### src/rtl/regfile_pkg.sv
// Shared types and sizes for the integer register-file write-back path.
package regfile_pkg;

  localparam int XLEN       = 64;
  localparam int REG_ADDR_W = 5;
  localparam int NUM_REGS   = 32;

  localparam logic [REG_ADDR_W-1:0] REG_ZERO = '0;

  typedef struct packed {
    logic [REG_ADDR_W-1:0] rd;
    logic [XLEN-1:0]       data;
  } wb_req_t;

endpackage

### src/rtl/wb_fifo.sv
// Synchronous FIFO of write-back requests; pointers carry one extra wrap bit
// so full and empty are told apart without a separate occupancy counter.
module wb_fifo
  import regfile_pkg::*;
#(
  parameter int DEPTH = 4,
  localparam int AW   = $clog2(DEPTH)
) (
  input  logic          clk,
  input  logic          reset,
  input  logic          push,
  input  wb_req_t       push_data,
  input  logic          pop,
  output wb_req_t       head,
  output logic          full,
  output logic          empty,
  output logic [AW:0]   count
);

  wb_req_t     mem [DEPTH];
  logic [AW:0] wr_ptr;
  logic [AW:0] rd_ptr;

  assign empty = (wr_ptr == rd_ptr);
  assign full  = (wr_ptr[AW] != rd_ptr[AW]) && (wr_ptr[AW-1:0] == rd_ptr[AW-1:0]);
  assign count = wr_ptr - rd_ptr;
  assign head  = mem[rd_ptr[AW-1:0]];

  always_ff @(posedge clk or posedge reset) begin
    if (reset) begin
      wr_ptr <= '0;
      rd_ptr <= '0;
    end else begin
      if (push && !full) wr_ptr <= wr_ptr + (AW+1)'(1);
      if (pop && !empty) rd_ptr <= rd_ptr + (AW+1)'(1);
    end
  end

  // NOTE: storage is not reset; an entry is only ever read after it was written.
  always_ff @(posedge clk) begin
    if (push && !full) mem[wr_ptr[AW-1:0]] <= push_data;
  end

endmodule

### src/rtl/regfile_wb_ctrl.sv
// Write-side controller for the 32x64 register file: ALU/load arbitration,
// load-return queue and outstanding-load scoreboard. Optional WB_BYPASS_EN.
module regfile_wb_ctrl
  import regfile_pkg::*;
#(
  parameter int LQ_DEPTH = 4,
  parameter int PEND_W   = 3
) (
  input  logic                      clk,
  input  logic                      reset,
  input  logic                      alu_valid,
  input  logic [REG_ADDR_W-1:0]     alu_rd,
  input  logic [XLEN-1:0]           alu_data,
  input  logic                      mem_valid,
  output logic                      mem_ready,
  input  logic [REG_ADDR_W-1:0]     mem_rd,
  input  logic [XLEN-1:0]           mem_data,
  input  logic                      issue_load_valid,
  input  logic [REG_ADDR_W-1:0]     issue_load_rd,
  output logic                      issue_load_ready,
  input  logic [REG_ADDR_W-1:0]     rs1,
  input  logic [REG_ADDR_W-1:0]     rs2,
  output logic                      rs1_pending,
  output logic                      rs2_pending,
  output logic                      reg_write,
  output logic [REG_ADDR_W-1:0]     wr_rd,
  output logic [XLEN-1:0]           wr_data,
  output logic [$clog2(LQ_DEPTH):0] lq_count
`ifdef WB_BYPASS_EN
  ,
  output logic                      fwd_rs1_hit,
  output logic                      fwd_rs2_hit,
  output logic [XLEN-1:0]           fwd_rs1_data,
  output logic [XLEN-1:0]           fwd_rs2_data
`endif
);

  localparam logic [PEND_W-1:0] PEND_MAX = '1;

  wb_req_t           lq_head;
  logic              lq_full;
  logic              lq_empty;
  logic              lq_push;
  logic              lq_pop;
  logic              alu_sel;
  logic [PEND_W-1:0] cnt [NUM_REGS];
  logic [NUM_REGS-1:0] inc_vec;
  logic [NUM_REGS-1:0] dec_vec;

  // Readiness depends only on registered occupancy, so a pop never frees a slot
  // for a push in the same cycle.
  assign mem_ready = !lq_full;
  assign lq_push   = mem_valid && mem_ready;
  assign alu_sel   = alu_valid && (alu_rd != REG_ZERO);
  assign lq_pop    = !alu_sel && !lq_empty;

  wb_fifo #(.DEPTH(LQ_DEPTH)) u_lq (
    .clk       (clk),
    .reset     (reset),
    .push      (lq_push),
    .push_data ('{rd: mem_rd, data: mem_data}),
    .pop       (lq_pop),
    .head      (lq_head),
    .full      (lq_full),
    .empty     (lq_empty),
    .count     (lq_count)
  );

  // NOTE: registered state uses non-blocking assignments only, so every flop
  // samples the pre-edge values regardless of block ordering.
  always_ff @(posedge clk or posedge reset) begin
    if (reset) begin
      reg_write <= 1'b0;
      wr_rd     <= '0;
      wr_data   <= '0;
    end else begin
      reg_write <= 1'b0;
      if (alu_sel) begin
        reg_write <= 1'b1;
        wr_rd     <= alu_rd;
        wr_data   <= alu_data;
      end else if (lq_pop && (lq_head.rd != REG_ZERO)) begin
        reg_write <= 1'b1;
        wr_rd     <= lq_head.rd;
        wr_data   <= lq_head.data;
      end
    end
  end

  assign issue_load_ready = (cnt[issue_load_rd] != PEND_MAX);
  assign rs1_pending      = (cnt[rs1] != '0);
  assign rs2_pending      = (cnt[rs2] != '0);

  // NOTE: every always_comb output gets a default first so no latch is inferred.
  always_comb begin
    inc_vec = '0;
    dec_vec = '0;
    if (issue_load_valid && issue_load_ready && (issue_load_rd != REG_ZERO))
      inc_vec[issue_load_rd] = 1'b1;
    if (lq_pop && (lq_head.rd != REG_ZERO) && (cnt[lq_head.rd] != '0))
      dec_vec[lq_head.rd] = 1'b1;
  end

  // Entry 0 is only ever written by reset, which keeps it constant zero.
  always_ff @(posedge clk or posedge reset) begin
    if (reset) begin
      for (int r = 0; r < NUM_REGS; r++) cnt[r] <= '0;
    end else begin
      for (int r = 1; r < NUM_REGS; r++) begin
        if (inc_vec[r] && !dec_vec[r])      cnt[r] <= cnt[r] + PEND_W'(1);
        else if (dec_vec[r] && !inc_vec[r]) cnt[r] <= cnt[r] - PEND_W'(1);
      end
    end
  end

  // A load returning to a register with nothing outstanding breaks the protocol.
  a_no_underflow : assert property (@(posedge clk) disable iff (reset)
    (lq_pop && (lq_head.rd != REG_ZERO)) |-> (cnt[lq_head.rd] != '0));

`ifdef WB_BYPASS_EN
  assign fwd_rs1_hit  = reg_write && (wr_rd == rs1) && (rs1 != REG_ZERO);
  assign fwd_rs2_hit  = reg_write && (wr_rd == rs2) && (rs2 != REG_ZERO);
  assign fwd_rs1_data = wr_data;
  assign fwd_rs2_data = wr_data;
`endif

endmodule

### config.mk
export PLATFORM = sky130hd
export DESIGN_NAME = regfile_wb_ctrl
export DESIGN_NICKNAME = d
export VERILOG_FILES = /design/src/rtl/regfile_pkg.sv /design/src/rtl/wb_fifo.sv /design/src/rtl/regfile_wb_ctrl.sv
export SDC_FILE = /design/constraint.sdc
export NUM_CORES = 1
export LEC_CHECK = 0
export CORE_AREA = 5 5 288 220
export DETAILED_ROUTE_END_ITERATION = 12
export DIE_AREA = 0 0 293 225
export PLACE_DENSITY = 0.6
export REMOVE_ABC_BUFFERS = 1
export SYNTH_ARGS = -nofsm -noshare
export SYNTH_HDL_FRONTEND = slang
export SYNTH_SLANG_ARGS = --single-unit
export TNS_END_PERCENT = 20
### constraint.sdc
create_clock -name clk -period 12 [get_ports clk]
set_input_delay 1.8 -clock clk [delete_from_list [all_inputs] [get_ports clk]]
set_output_delay 1.8 -clock clk [all_outputs]
set_load 0.01 [all_outputs]
# Word-level counts from Yosys, hierarchy flattened
# Memory sizes are Yosys's and may differ from the RTL's.
# Cells that the tools add are included.
# word_totals
ram_bits	276
wordCells	383
n_memories	1
out_inout_bits	77
inputBits	158
ff_bits	169
# classes
n_mux	88
add_sub_neg	65
magnitude_cmp	8
n_reduce_logical	177
eq_ne	4
bitwise_logic	4
# memory_table
memory	words	word_bits	rd	rd_ports_with_merged_regs	write_ports	line_no	text
u_lq.mem	4	69	1	0	1	wb_fifo.sv:20	wb_req_t mem [DEPTH];
# ops
cell	n
3-bit 2-to-1 mux	70
64-bit 2-to-1 mux	2
3-bit by 1-bit adder with 3-bit output, second input constant	33
3-bit by 1-bit subtractor with 3-bit output, second input constant	31
1-bit logical AND	74
1-bit logical NOT	65
32-bit 2-to-1 mux	2
2-bit nonzero test	32
3-bit binary-select mux with 5-bit select	4
6-bit >= comparator, second input constant	4
5-bit inverter with 6-bit output	4
5-bit nonzero test	3
5-bit by 6-bit < comparator with 1-bit output, second input constant	2
1-bit demux with 5-bit select	2
5-bit by 1-bit >= comparator with 1-bit output, second input constant	2
5-bit 2-to-1 mux	2
3-bit nonzero test	3
1-bit 2-to-1 mux	6
3-bit == test	1
3-bit != test, second input constant	1
3-bit subtractor	1
2-bit == test	1
1-bit != test	1

# Depth between registers and ports, before layout
# depth
depth_word	12
mapped_depth	18
ltp_nobuf	13

# Cells and area by module
# From an unflattened synthesis, not the netlist that was laid out.
# hier_totals
hier_cells	1457
hier_area_um2	21169.1
# by_module_without_submodules
module	n_inst	cells_each	area_each_um2	seq_area_each_um2
regfile_wb_ctrl	1	1050	10765.3	4078.9
wb_fifo	1	407	10403.7	8438.1

# Least setup slack after synthesis
# Ideal clock, no wire load.
# synth_path
kind	input -> output
startpoint	in issue_load_rd[0]
endpoint	out issue_load_ready
n_path_buf	2
required_ns	10.200
path_stages	7
slack_ns	6.645
t_arrival_ns	3.555
cell_sequence	clkbuf_1 -> clkbuf_1 -> mux4_2 -> a22oi_1 -> nand2_1 -> o211ai_1 -> a31o_2
# synth_between
elab_chain_len	5
# synth_rtl
item	line_no	text
from (decl)	regfile_wb_ctrl.sv:19	input logic [REG_ADDR_W-1:0] issue_load_rd,
5-bit inverter with 6-bit output (not written as such)	regfile_wb_ctrl.sv:90	assign issue_load_ready = (cnt[issue_load_rd] != PEND_MAX);
3-bit binary-select mux with 5-bit select	regfile_wb_ctrl.sv:90	
3-bit 2-to-1 mux (not written as such) (2 in series)	regfile_wb_ctrl.sv:90	
3-bit != test	regfile_wb_ctrl.sv:90	
to (decl)	regfile_wb_ctrl.sv:20	output logic issue_load_ready,
# No other way between the ends. The select of a mux whose other input is x is not followed.

# Final worst setup path
# layout_path
startpoint	in issue_load_rd[1]
endpoint	out issue_load_ready
# Same word-level chain as after synthesis.

==> flow_metrics.tcl <==
set metrics [dict create \
    status "finished, final reports clean" \
    p_int_w 0.00416 \
    synth.avg_cell_area_um2 14.1 \
    cts_tree "yes" \
    clock-skew-final_ps 23.8 \
    holdCritPathClass "reg2reg" \
    p_clk_share_pct 23.9 \
    cap_violations 0 \
    synth_ff_type "edfxtp_1" \
    grt_max_degree 87 \
    slowest_delay_ps 590 \
    io_pins 235 \
    grt_pass1_vias 13600 \
    path_class "in2out" \
    register_area_um2 12500 \
    multi_input_area_um2 7850 \
    first_pass_iters 6 \
    cpMostUsedCell "clkdlybuf4s50_1" \
    final_util_pct 42.8 \
    period_share_pct 51.8 \
    cp_data_required_time_ps 10200 \
    slew-limit-headroom_pct 27.0 \
    place.detailed.hpwl_um 35400 \
    swShare_pct 35.9 \
    cp_max_fo 29 \
    cts_buffer_depth 3 \
    setup_viol 0 \
    slowest_stage "clkdlybuf4s50_1" \
    grt_antenna_before_repair 8 \
    cp-end-kind "primary output" \
    place_congestion 0.872 \
    setup-tns-final_ps 0 \
    worstPathCellList "clkdlybuf4s50_1, buf_4, mux4_2, a22oi_1, nand2_1, o211ai_1, a31o_2, clkdlybuf4s50_1" \
    row_count 78 \
    layout_min_cycle_time_ps 6210 \
    rsz0062_at_grt "no" \
    yosys_warnings 3 \
    dp_slack_ps 5800 \
    ir_drop_mv 0.137 \
    timing.rr.start "u_lq.rd_ptr[0]$_DFFE_PP0P_" \
    cts_resized 0 \
    core_area_um2 60000 \
    synthCells 1477 \
    synthDistinctLibCells 53 \
    area_growth_pct 23.1 \
    power.leakage_nw 9.31 \
    hold_buffers 0 \
    p_sw_w 0.00233 \
    grt_pass1_wl_um 81500 \
    max_freq_ghz 0.161 \
    final.setup.worst_slack_ps 5790 \
    worstMarginPinSlew_ps 1100 \
    post_cts_buffers 0 \
    crit_start "issue_load_rd[1]" \
    hold_viol_final 0 \
    htreeDepth 2 \
    routedWlPerCell_um 20.7 \
    cts-root-buf "clkbuf_16" \
    grt.total_usage_pct 15.8 \
    start_util_pct 34.7 \
    portBuffers 234 \
    rr_worst_depth 16 \
    cp-start-kind "primary input" \
    p_comb_share_pct 36.8 \
    fill_cells 5469 \
    seq_area_frac_synth_pct 60.1 \
    drv_slew 0 \
    synth_edf_count 276 \
    layout_commonest_cell "edfxtp_1" \
    final_cell_mix "276 x edfxtp_1, 233 x clkdlybuf4s50_1, 179 x nand2_1" \
    insertion_delay_ps 580 \
    ys_ff_latch 445 \
    min_delay_path_depth 1 \
    min_from "u_lq.rd_ptr[2]$_DFFE_PP0P_" \
    clk_pin_slew_ps 60 \
    remaining_drc_errors 0 \
    drt_iter0_drc 1090 \
    chipWidth_um 293 \
    numClockSinks 445 \
    routed_wl_um 52700 \
    fin_nets 1925 \
    num_vias 13000 \
    overflow 0 \
    viasPerCell 5.12 \
    die_h_um 225 \
    synthArstFlopShare_pct 38.0 \
    power.density_nw_per_um2 253 \
    die_area_um2 65900 \
    cts_buffers 47 \
    seq_power_share_pct 39.3 \
    synth_area_um2 20800 \
    arrival_ps 4410 \
    drive_gt1_share_pct 14.5 \
    ant_nets 0 \
    whs_ps 491 \
]
[cells in the mapped netlist (32+ instances only)]
master	count	area, µm²
a31oi_1	69	432
nand2_1	179	672
inv_1	39	146
nor3_1	71	355
mux4_2	108	2430
edfxtp_1	276	8290
clkbuf_1	58	218
xor2_1	64	561
mux2_2	34	383
fa_1	32	641
dfrtp_1	169	4230
ha_1	38	475
nor2_1	154	578
xnor2_1	35	307
[cell families (layout without fill, tap and decap cells)]
group           count (synthesis)  in the layout  share of synthesized area (%)
other cells                     0              4                              0
flops                         445            445                           60.1
fa+ha+maj                      70             70                           5.36
buf+inv                       120            379                           2.47
compound gates                121            121                           3.74
mux                           172            172                           15.0
xor+xnor                       99             99                           4.16
simple gates                  450            450                           9.26
[layout make-up]
| class | instances | share of cell area [%] |
|---|---|---|
| flip-flops and latches | 445 | 48.8 |
| multi-input cells | 912 | 30.6 |
| repair buffers | 252 | 9.63 |
| clock buffers | 62 | 4.89 |
| well taps | 800 | 3.90 |
| clock inverters | 26 | 1.54 |
| inverters | 39 | 0.590 |
| diodes | 4 | 0.0390 |
[worst max-delay path, delay by kind of cell]
family                 cells  cell delay, ps
AO/OA/AOI/OAI              3             570
multiplexers               1             570
AND/OR/NAND/NOR            1              70
buffers and inverters      3            1390
[metal layers]
layer / up-vias / global-route usage, % / wire (µm)
met2: 381 / 24.7 / 24300
met3: 75 / 4.11 / 3910
li1: 5900 / - / -
met5: - / 0 / 68
met4: 10 / 3.88 / 976
met1: 6640 / 22.3 / 23400
[state kept, by name, summed over array words and instances, names as in the netlist]
| register | count |
|---|---|
| u_lq.mem | 276 |
| wr_rd | 5 |
| cnt | 93 |
| wr_data | 64 |
| reg_write | 1 |
| u_lq.rd_ptr | 3 |
| u_lq.wr_ptr | 3 |
[through the flow]
step / total power [W] / instance area [µm²] / instances
2_1_floorplan: 0.00401 / 20500 / 1396
3_3_place_gp: 0.00492 / 24000 / 2448
3_5_place_dp: 0.00499 / 24000 / 2448
4_1_cts: 0.00658 / 25700 / 2536
5_1_grt: 0.00690 / 25700 / 2539
6_report: 0.00649 / 25700 / 2540
[path summary, 6_finish.rpt]
path                                               to  slack (ps)
setup / recovery                     issue_load_ready        5790
setup reg to reg                  cnt[32]$_DFFE_PP0P_        6090
hold reg to reg            u_lq.rd_ptr[2]$_DFFE_PP0P_         490
max in group asynchronous  u_lq.rd_ptr[0]$_DFFE_PP0P_        9030
hold / removal             u_lq.rd_ptr[2]$_DFFE_PP0P_         490
min in group asynchronous     wr_data[38]$_DFFE_PP0P_        1670
[power by group through the flow]
stage                     Sequential, W  Combinational (W)  Clock, W
after floorplan                 0.00254            0.00147         0
after global placement          0.00255            0.00237         0
after detailed placement        0.00257            0.00241         0
after CTS                       0.00255            0.00243   0.00160
after global routing            0.00261            0.00262   0.00167
final                           0.00255            0.00239   0.00155
Power figures use the tool's default switching activity.
